<file path="src/rtl/mem_arbiter.sv">
// mem_arbiter: memory-side responder for the icache and dcache.
// Grants one requester at a time to a single-port RAM. Data requests win over
// instruction requests, but after STARVE_LIMIT consecutive data completions
// with an instruction fetch pending, the fetch is forced through.
//
// Ports:
//   CLK, nRST               clock (rising edge), async active-low reset
//   iREN, iaddr             icache read request / word address
//   iwait, iload            icache handshake (0 = done this cycle) / read data
//   dREN, dWEN              dcache read / write request (write wins)
//   daddr, dstore           dcache word address / write data
//   dwait, dload            dcache handshake (0 = done this cycle) / read data
//   ramREN, ramWEN          RAM read / write enables
//   ramaddr, ramstore       RAM address / write data (driven from latches only)
//   ramload, ramstate       RAM read data / status (FREE, BUSY, ACCESS, ERROR)
module mem_arbiter #(
  parameter int STARVE_LIMIT = 4
) (
  input  logic        CLK,
  input  logic        nRST,
  input  logic        iREN,
  input  logic [31:0] iaddr,
  output logic        iwait,
  output logic [31:0] iload,
  input  logic        dREN,
  input  logic        dWEN,
  input  logic [31:0] daddr,
  input  logic [31:0] dstore,
  output logic        dwait,
  output logic [31:0] dload,
  output logic        ramREN,
  output logic        ramWEN,
  output logic [31:0] ramaddr,
  output logic [31:0] ramstore,
  input  logic [31:0] ramload,
  input  logic [1:0]  ramstate
);

  localparam logic [1:0] IDLE   = 2'd0;
  localparam logic [1:0] IGRANT = 2'd1;
  localparam logic [1:0] DGRANT = 2'd2;

  localparam logic [1:0] RAM_ACCESS = 2'd2;

  localparam int SW = $clog2(STARVE_LIMIT + 1);
  localparam logic [SW-1:0] LIM = SW'(STARVE_LIMIT);

  logic [1:0]    state, state_nxt;
  logic          op_wr;
  logic [31:0]   addr_q, store_q;
  logic [SW-1:0] dstreak;

  logic d_req, d_go, i_done, d_done, grant;

  assign d_req = dREN | dWEN;
  // A data request yields only when a fetch is pending and the streak is full.
  assign d_go  = d_req && !(iREN && (dstreak == LIM));
  assign grant = (state == IGRANT) || (state == DGRANT);

  always_comb begin
    state_nxt = state;
    i_done    = 1'b0;
    d_done    = 1'b0;
    case (state)
      IDLE: begin
        if (d_go)      state_nxt = DGRANT;
        else if (iREN) state_nxt = IGRANT;
      end
      // Dropping the request aborts even if the RAM answers in the same cycle:
      // the owner is no longer waiting for the result.
      IGRANT: begin
        if (!iREN) state_nxt = IDLE;
        else if (ramstate == RAM_ACCESS) begin
          state_nxt = IDLE;
          i_done    = 1'b1;
        end
      end
      DGRANT: begin
        if (!d_req) state_nxt = IDLE;
        else if (ramstate == RAM_ACCESS) begin
          state_nxt = IDLE;
          d_done    = 1'b1;
        end
      end
      default: state_nxt = IDLE;
    endcase
  end

  always_ff @(posedge CLK or negedge nRST) begin
    if (!nRST) begin
      state   <= IDLE;
      op_wr   <= 1'b0;
      addr_q  <= '0;
      store_q <= '0;
      dstreak <= '0;
    end else begin
      state <= state_nxt;
      if (state == IDLE) begin
        if (d_go) begin
          addr_q  <= daddr;
          store_q <= dstore;
          op_wr   <= dWEN;
        end else if (iREN) begin
          addr_q  <= iaddr;
          store_q <= '0;
          op_wr   <= 1'b0;
        end
        if (!iREN) dstreak <= '0;
      end
      if (i_done) dstreak <= '0;
      else if (d_done && iREN && (dstreak != LIM)) dstreak <= dstreak + 1'b1;
    end
  end

  // RAM side follows the latches only, so requester changes mid-grant are ignored.
  assign ramREN   = grant && !op_wr;
  assign ramWEN   = grant && op_wr;
  assign ramaddr  = grant ? addr_q : '0;
  assign ramstore = (grant && op_wr) ? store_q : '0;

  assign iwait = !i_done;
  assign iload = i_done ? ramload : '0;
  assign dwait = !d_done;
  assign dload = (d_done && !op_wr) ? ramload : '0;

endmodule
</file>
<file path="config.mk">
export PLATFORM = sky130hd
export DESIGN_NAME = mem_arbiter
export DESIGN_NICKNAME = d
export VERILOG_FILES = /design/src/rtl/mem_arbiter.sv
export SDC_FILE = /design/constraint.sdc
export NUM_CORES = 1
export LEC_CHECK = 0
export ABC_AREA = 1
export ABC_CLOCK_PERIOD_IN_PS = 2700
export CAP_MARGIN = 20
export CORE_UTILIZATION = 35
export DETAILED_ROUTE_END_ITERATION = 6
export PLACE_DENSITY_LB_ADDON = 0.05
export RECOVER_POWER = 50
export SLEW_MARGIN = 20
export SYNTH_ARGS = -nofsm -noshare
export SYNTH_HDL_FRONTEND = slang
export SYNTH_SLANG_ARGS = --single-unit
</file>
<file path="constraint.sdc">
create_clock -name CLK -period 2.7 [get_ports CLK]
set_clock_uncertainty 0.05 [all_clocks]
set_input_delay 0.405 -clock CLK [delete_from_list [all_inputs] [get_ports CLK]]
set_output_delay 0.405 -clock CLK [all_outputs]
set_load 0.05 [all_outputs]
</file>
== Word level (Yosys, flattened, before mapping) ==
Cells that the tools add are included.

* $add $sub $neg: 1
* Eq/ne operators: 7
* Multiplexer cells: 25
* Bitwise operators: 1
* Reductions and logical operators: 17

{| class="wikitable"
|+ Operators by type and width
! kind !! number
|-
| $mux W32 || 8
|-
| $mux W3 || 4
|-
| $mux W2 || 5
|-
| $logic_and A1 B1 Y1 || 7
|-
| $mux W1 || 7
|-
| $ne A3 B3 Y1 const B || 2
|-
| $pmux W2 S3 || 1
|-
| $eq A2 B2 Y1 const B || 2
|-
| $logic_not A1 Y1 || 4
|-
| $reduce_and A2 Y1 || 2
|-
| $add A3 B1 Y3 const B || 1
|-
| $eq A3 B3 Y1 const B || 1
|-
| $ne A3 B1 Y1 const B || 1
|-
| $reduce_bool A3 Y1 || 1
|-
| $eq A2 B1 Y1 const B || 1
|-
| $logic_not A2 Y1 || 1
|-
| $reduce_bool A2 Y1 || 1
|-
| $logic_or A1 B1 Y1 || 1
|-
| $or A1 B1 Y1 || 1
|}

* Flip-flop bits (word level): 70
* Word-level logic and storage cells: 56

== Logic depth before layout (Yosys ltp) ==
* Depth after elaboration: 8
* Gate-level depth with buffers: 9
* Depth with buffers taken out: 9

== Worst setup path before layout ==
No wires, ideal clock.

* Kind: register to output
* From: register state[0]
* To: output ramstore[22]
* Arrival: 1.918 ns
* Data required time: 2.245 ns
* Setup slack: 0.327 ns
* Stages on the path, launching flop included: 7
* Cells stage by stage: dfrtp_1 -> inv_1 -> ha_1 -> clkbuf_1 -> nand2_1 -> clkbuf_1 -> nor2_1

* Cells in the longest elaborated chain, start to end: 4

{| class="wikitable"
|+ RTL lines
! what !! RTL line !! text
|-
| from (decl) || 48 || <nowiki>logic [1:0] state, state_nxt;</nowiki>
|-
| from (signal assigned) || 97 || <nowiki>state <= state_nxt;</nowiki>
|-
| $eq A2 B1 Y1 / $eq A2 B2 Y1 (equally long branches) || 58 || <nowiki>assign grant = (state == IGRANT) || (state == DGRANT);</nowiki>
|-
| $logic_or A1 B1 Y1 * || 58 ||
|-
| $logic_and A1 B1 Y1 * || 119 || <nowiki>assign ramstore = (grant && op_wr) ? store_q : '0;</nowiki>
|-
| $mux W32 * || 119 ||
|-
| to (decl) || 34 || <nowiki>output logic [31:0] ramstore,</nowiki>
|}

Mark *: on every way between the ends. The rest lies on a longest branch, timed or not.

== Worst setup path after layout ==
* From: register state[0]
* To: output dload[29]

* Cells in the longest elaborated chain, start to end: 4

{| class="wikitable"
|+ RTL lines
! what !! RTL line !! text
|-
| $eq A2 B2 Y1 || 64 || <nowiki>case (state)</nowiki>
|-
| $mux W1 || 64 ||
|-
| $logic_and A1 B1 Y1 || 124 || <nowiki>assign dload = (d_done && !op_wr) ? ramload : '0;</nowiki>
|-
| $mux W32 || 124 ||
|-
| to (decl) || 30 || <nowiki>output logic [31:0] dload,</nowiki>
|}

Every way passes these cells.

==> flow_summary.toml <==
[clock_network]
clk_path_buf_depth = 2
post_cts.resized_instances = 0
cts_tree = "built"
h-tree-depth = 3
post_cts.repair.setup_buffers = 0
tritoncts.num_buffers = 9
path_clk_slew_ns = 0.06
ctsHoldBuffers = 0
cts.root.buffer_cell = "sky130_fd_sc_hd__clkbuf_16"
clkLatencyLatePin_ns = 0.32
cts_sinks = 70

[timing]
postLayoutSetupSlackWorst_ns = 0.174
setup_viol_count_final = 0
maxSlewHeadroom_pct = -17.9
fin_setup_tns_ns = 0
final.hold.worst_slack_ns = 0.435
slew_viol_final = 71
timing.fmax_mhz = 396
finalHoldViolations = 0
setup_repair_after_global_routing_missed_its_margin = "false"
worstMarginPinSlew_ns = 1.77
post_route_minimum_period_ns = 2.53
finalCritPeriodShare_pct = 93.6

[layout]
finalNetCount = 1046
filler_cell_count = 893
fraction_of_layout_cells_with_a_size_suffix_above_1_pct = 17.7
final_common_cell = "sky130_fd_sc_hd__nand2_1"
diodes = 0
area_growth_pct = 102
layout.area.seq_um2 = 1750
layout.cells.most_common_list = "sky130_fd_sc_hd__nand2_1, sky130_fd_sc_hd__inv_1, sky130_fd_sc_hd__nor2_1"
multi_input_comb_area_um2 = 1720

[synth]
synthesis.area_per_instance_um2 = 6.44
synth.yosys.warnings = 0
post_synth_num_cell_types = 20
netlist_instances = 657
ys_seq_elements = 70
ys_seq_area_share_pct = 41.4
synth.net_count = 798
mappedNetlistArea_um2 = 4230

[setup_path]
cp_data_required_time_ns = 2.25
worstSetupPathType = "register to primary output"
worst_setup_path_start_kind = "register"
worstPathMaxFanout = 32
critical_path_arrival_ns = 2.07
end_kind = "primary output"

[route]
number_of_detailed_routing_iterations_run_before_antenna_repair = 7
ant_nets = 0
detailroute.via_count = 4883
avgRoutedWirePerCell_um = 14.4
drc = 20
drt_first_iter_violations = 222
postRouteWirelength_um = 15100
avgViaCountPerCell = 4.64

[min_path]
holdCritPathClass = "register to register"

[placed_design]
dpl_worst_slack_ns = 0.260
place_hpwl_um = 11600
finalWeightedCongestion = 0.820
portBuffers = 266

[global_route]
grt_overflow = 0
via_count_of_the_first_global_routing_pass = 4861
grt_antenna_before_repair = 0
pin_count_of_the_biggest_net_entering_global_routing = 71
global_route.usage.total_pct = 24.5
grt_pass1_wl_um = 24500

[power_and_ir_drop]
power-per-cell-area_nw_per_um2 = 1030
cellLeakagePower_nw = 4.29
max-vdd-ir-drop_mv = 1.07
finalPower_mw = 8.81

[floorplan]
io_pins = 267
design.die.area_um2 = 12500
row_count = 39
initial_utilization_pct = 36.5
floorplan.die.height_um = 112
chipWidth_um = 112
design.core.area_um2 = 11600

[status]
violations = "DRC, capacitance limit, slew limit"
run_status = "complete, but fails checks"

[run]
cap_violations = 1
==> final cells by class <==
| class | count | area share, % |
|---|---|---|
| clock buffer | 9 | 2.63 |
| clock inverter | 7 | 1.23 |
| inverter | 145 | 6.37 |
| multi-input combinational | 405 | 20.2 |
| sequential | 70 | 20.5 |
| tap | 143 | 2.09 |
| timing repair buffer | 274 | 47.0 |
==> state kept, by name (all words and copies together) (netlist names) <==
| name | cells |
|---|---|
| addr_q | 32 |
| dstreak | 3 |
| op_wr | 1 |
| state | 2 |
| store_q | 32 |
==> per-layer routing <==
| metal | vias to the layer above | global-route usage, % | wire, um |
|---|---|---|---|
| met1 | 2241 | 26.3 | 5510 |
| met4 | 0 | 10.1 | 488 |
| li1 | 2411 | - | - |
| met3 | 33 | 5.44 | 1170 |
| met2 | 198 | 46.1 | 7950 |
| met5 | - | 0 | 0 |
==> synth_stat cells (all sizes together) <==
cell	count	share of area (%)
inv	145	13
a21oi	2	0.32
nor2	139	12
nor3	1	0.12
o21ai	65	7.7
buf	25	4.0
dfrtp	70	41
nand4	3	0.44
clkbuf	12	1.1
xor2	1	0.21
nand3	37	4.4
nand2	150	13
o22ai	1	0.15
ha	6	1.8
==> through the flow <==
step | area, um2 | util [%] | cells
final | 8550 | 73.6 | 1053
after global routing | 8550 | 73.6 | 1053
after CTS | 8570 | 73.8 | 1053
after detailed placement | 8240 | 70.9 | 1037
after global placement | 8240 | 70.9 | 1037
after floorplan | 4230 | - | 657
==> power by group <==
part,switching [mW],internal [mW]
Combinational,3.37,2.36
Sequential,0.218,1.55
Clock,0.490,0.824
Total,4.08,4.73
==> cells by family (layout without fill, tap and decap cells) <==
kind of cell	after synthesis	count (layout)	synth area share, %
and+or+nand+nor	330	330	30.6
AOI/OAI and AO/OA	68	68	8.16
xor gates and xnor gates	1	1	0.207
adders and majority gates	6	6	1.77
DFF	70	70	41.4
buffers and inverters	182	435	17.9
==> final timing paths <==
path | from | to | slack (ns) | cells after the start
max | state[0]$_DFFE_PN0P_ | dload[29] | 0.17 | 8
min | addr_q[19]$_DFFE_PN0P_ | addr_q[19]$_DFFE_PN0P_ | 0.43 | 2
max reg2reg | state[1]$_DFFE_PN0P_ | store_q[31]$_DFFE_PN0P_ | 0.23 | 6
min reg2reg | addr_q[19]$_DFFE_PN0P_ | addr_q[19]$_DFFE_PN0P_ | 0.43 | 2
max in group asynchronous | nRST | addr_q[27]$_DFFE_PN0P_ | 1.05 | 1
min in group asynchronous | nRST | store_q[25]$_DFFE_PN0P_ | 0.48 | 1
==> worst max-delay path, cell delays in order (launching register included) <==
cell and delay [ns]:
sky130_fd_sc_hd__dfrtp_1 0.42, sky130_fd_sc_hd__inv_1 0.12, sky130_fd_sc_hd__ha_1 0.19, sky130_fd_sc_hd__o21ai_1 0.10
sky130_fd_sc_hd__nor2_2 0.19, sky130_fd_sc_hd__nand2_1 0.08, sky130_fd_sc_hd__buf_4 0.24, sky130_fd_sc_hd__nor2_1 0.23
sky130_fd_sc_hd__buf_12 0.17
Power figures use the tool's default switching activity.
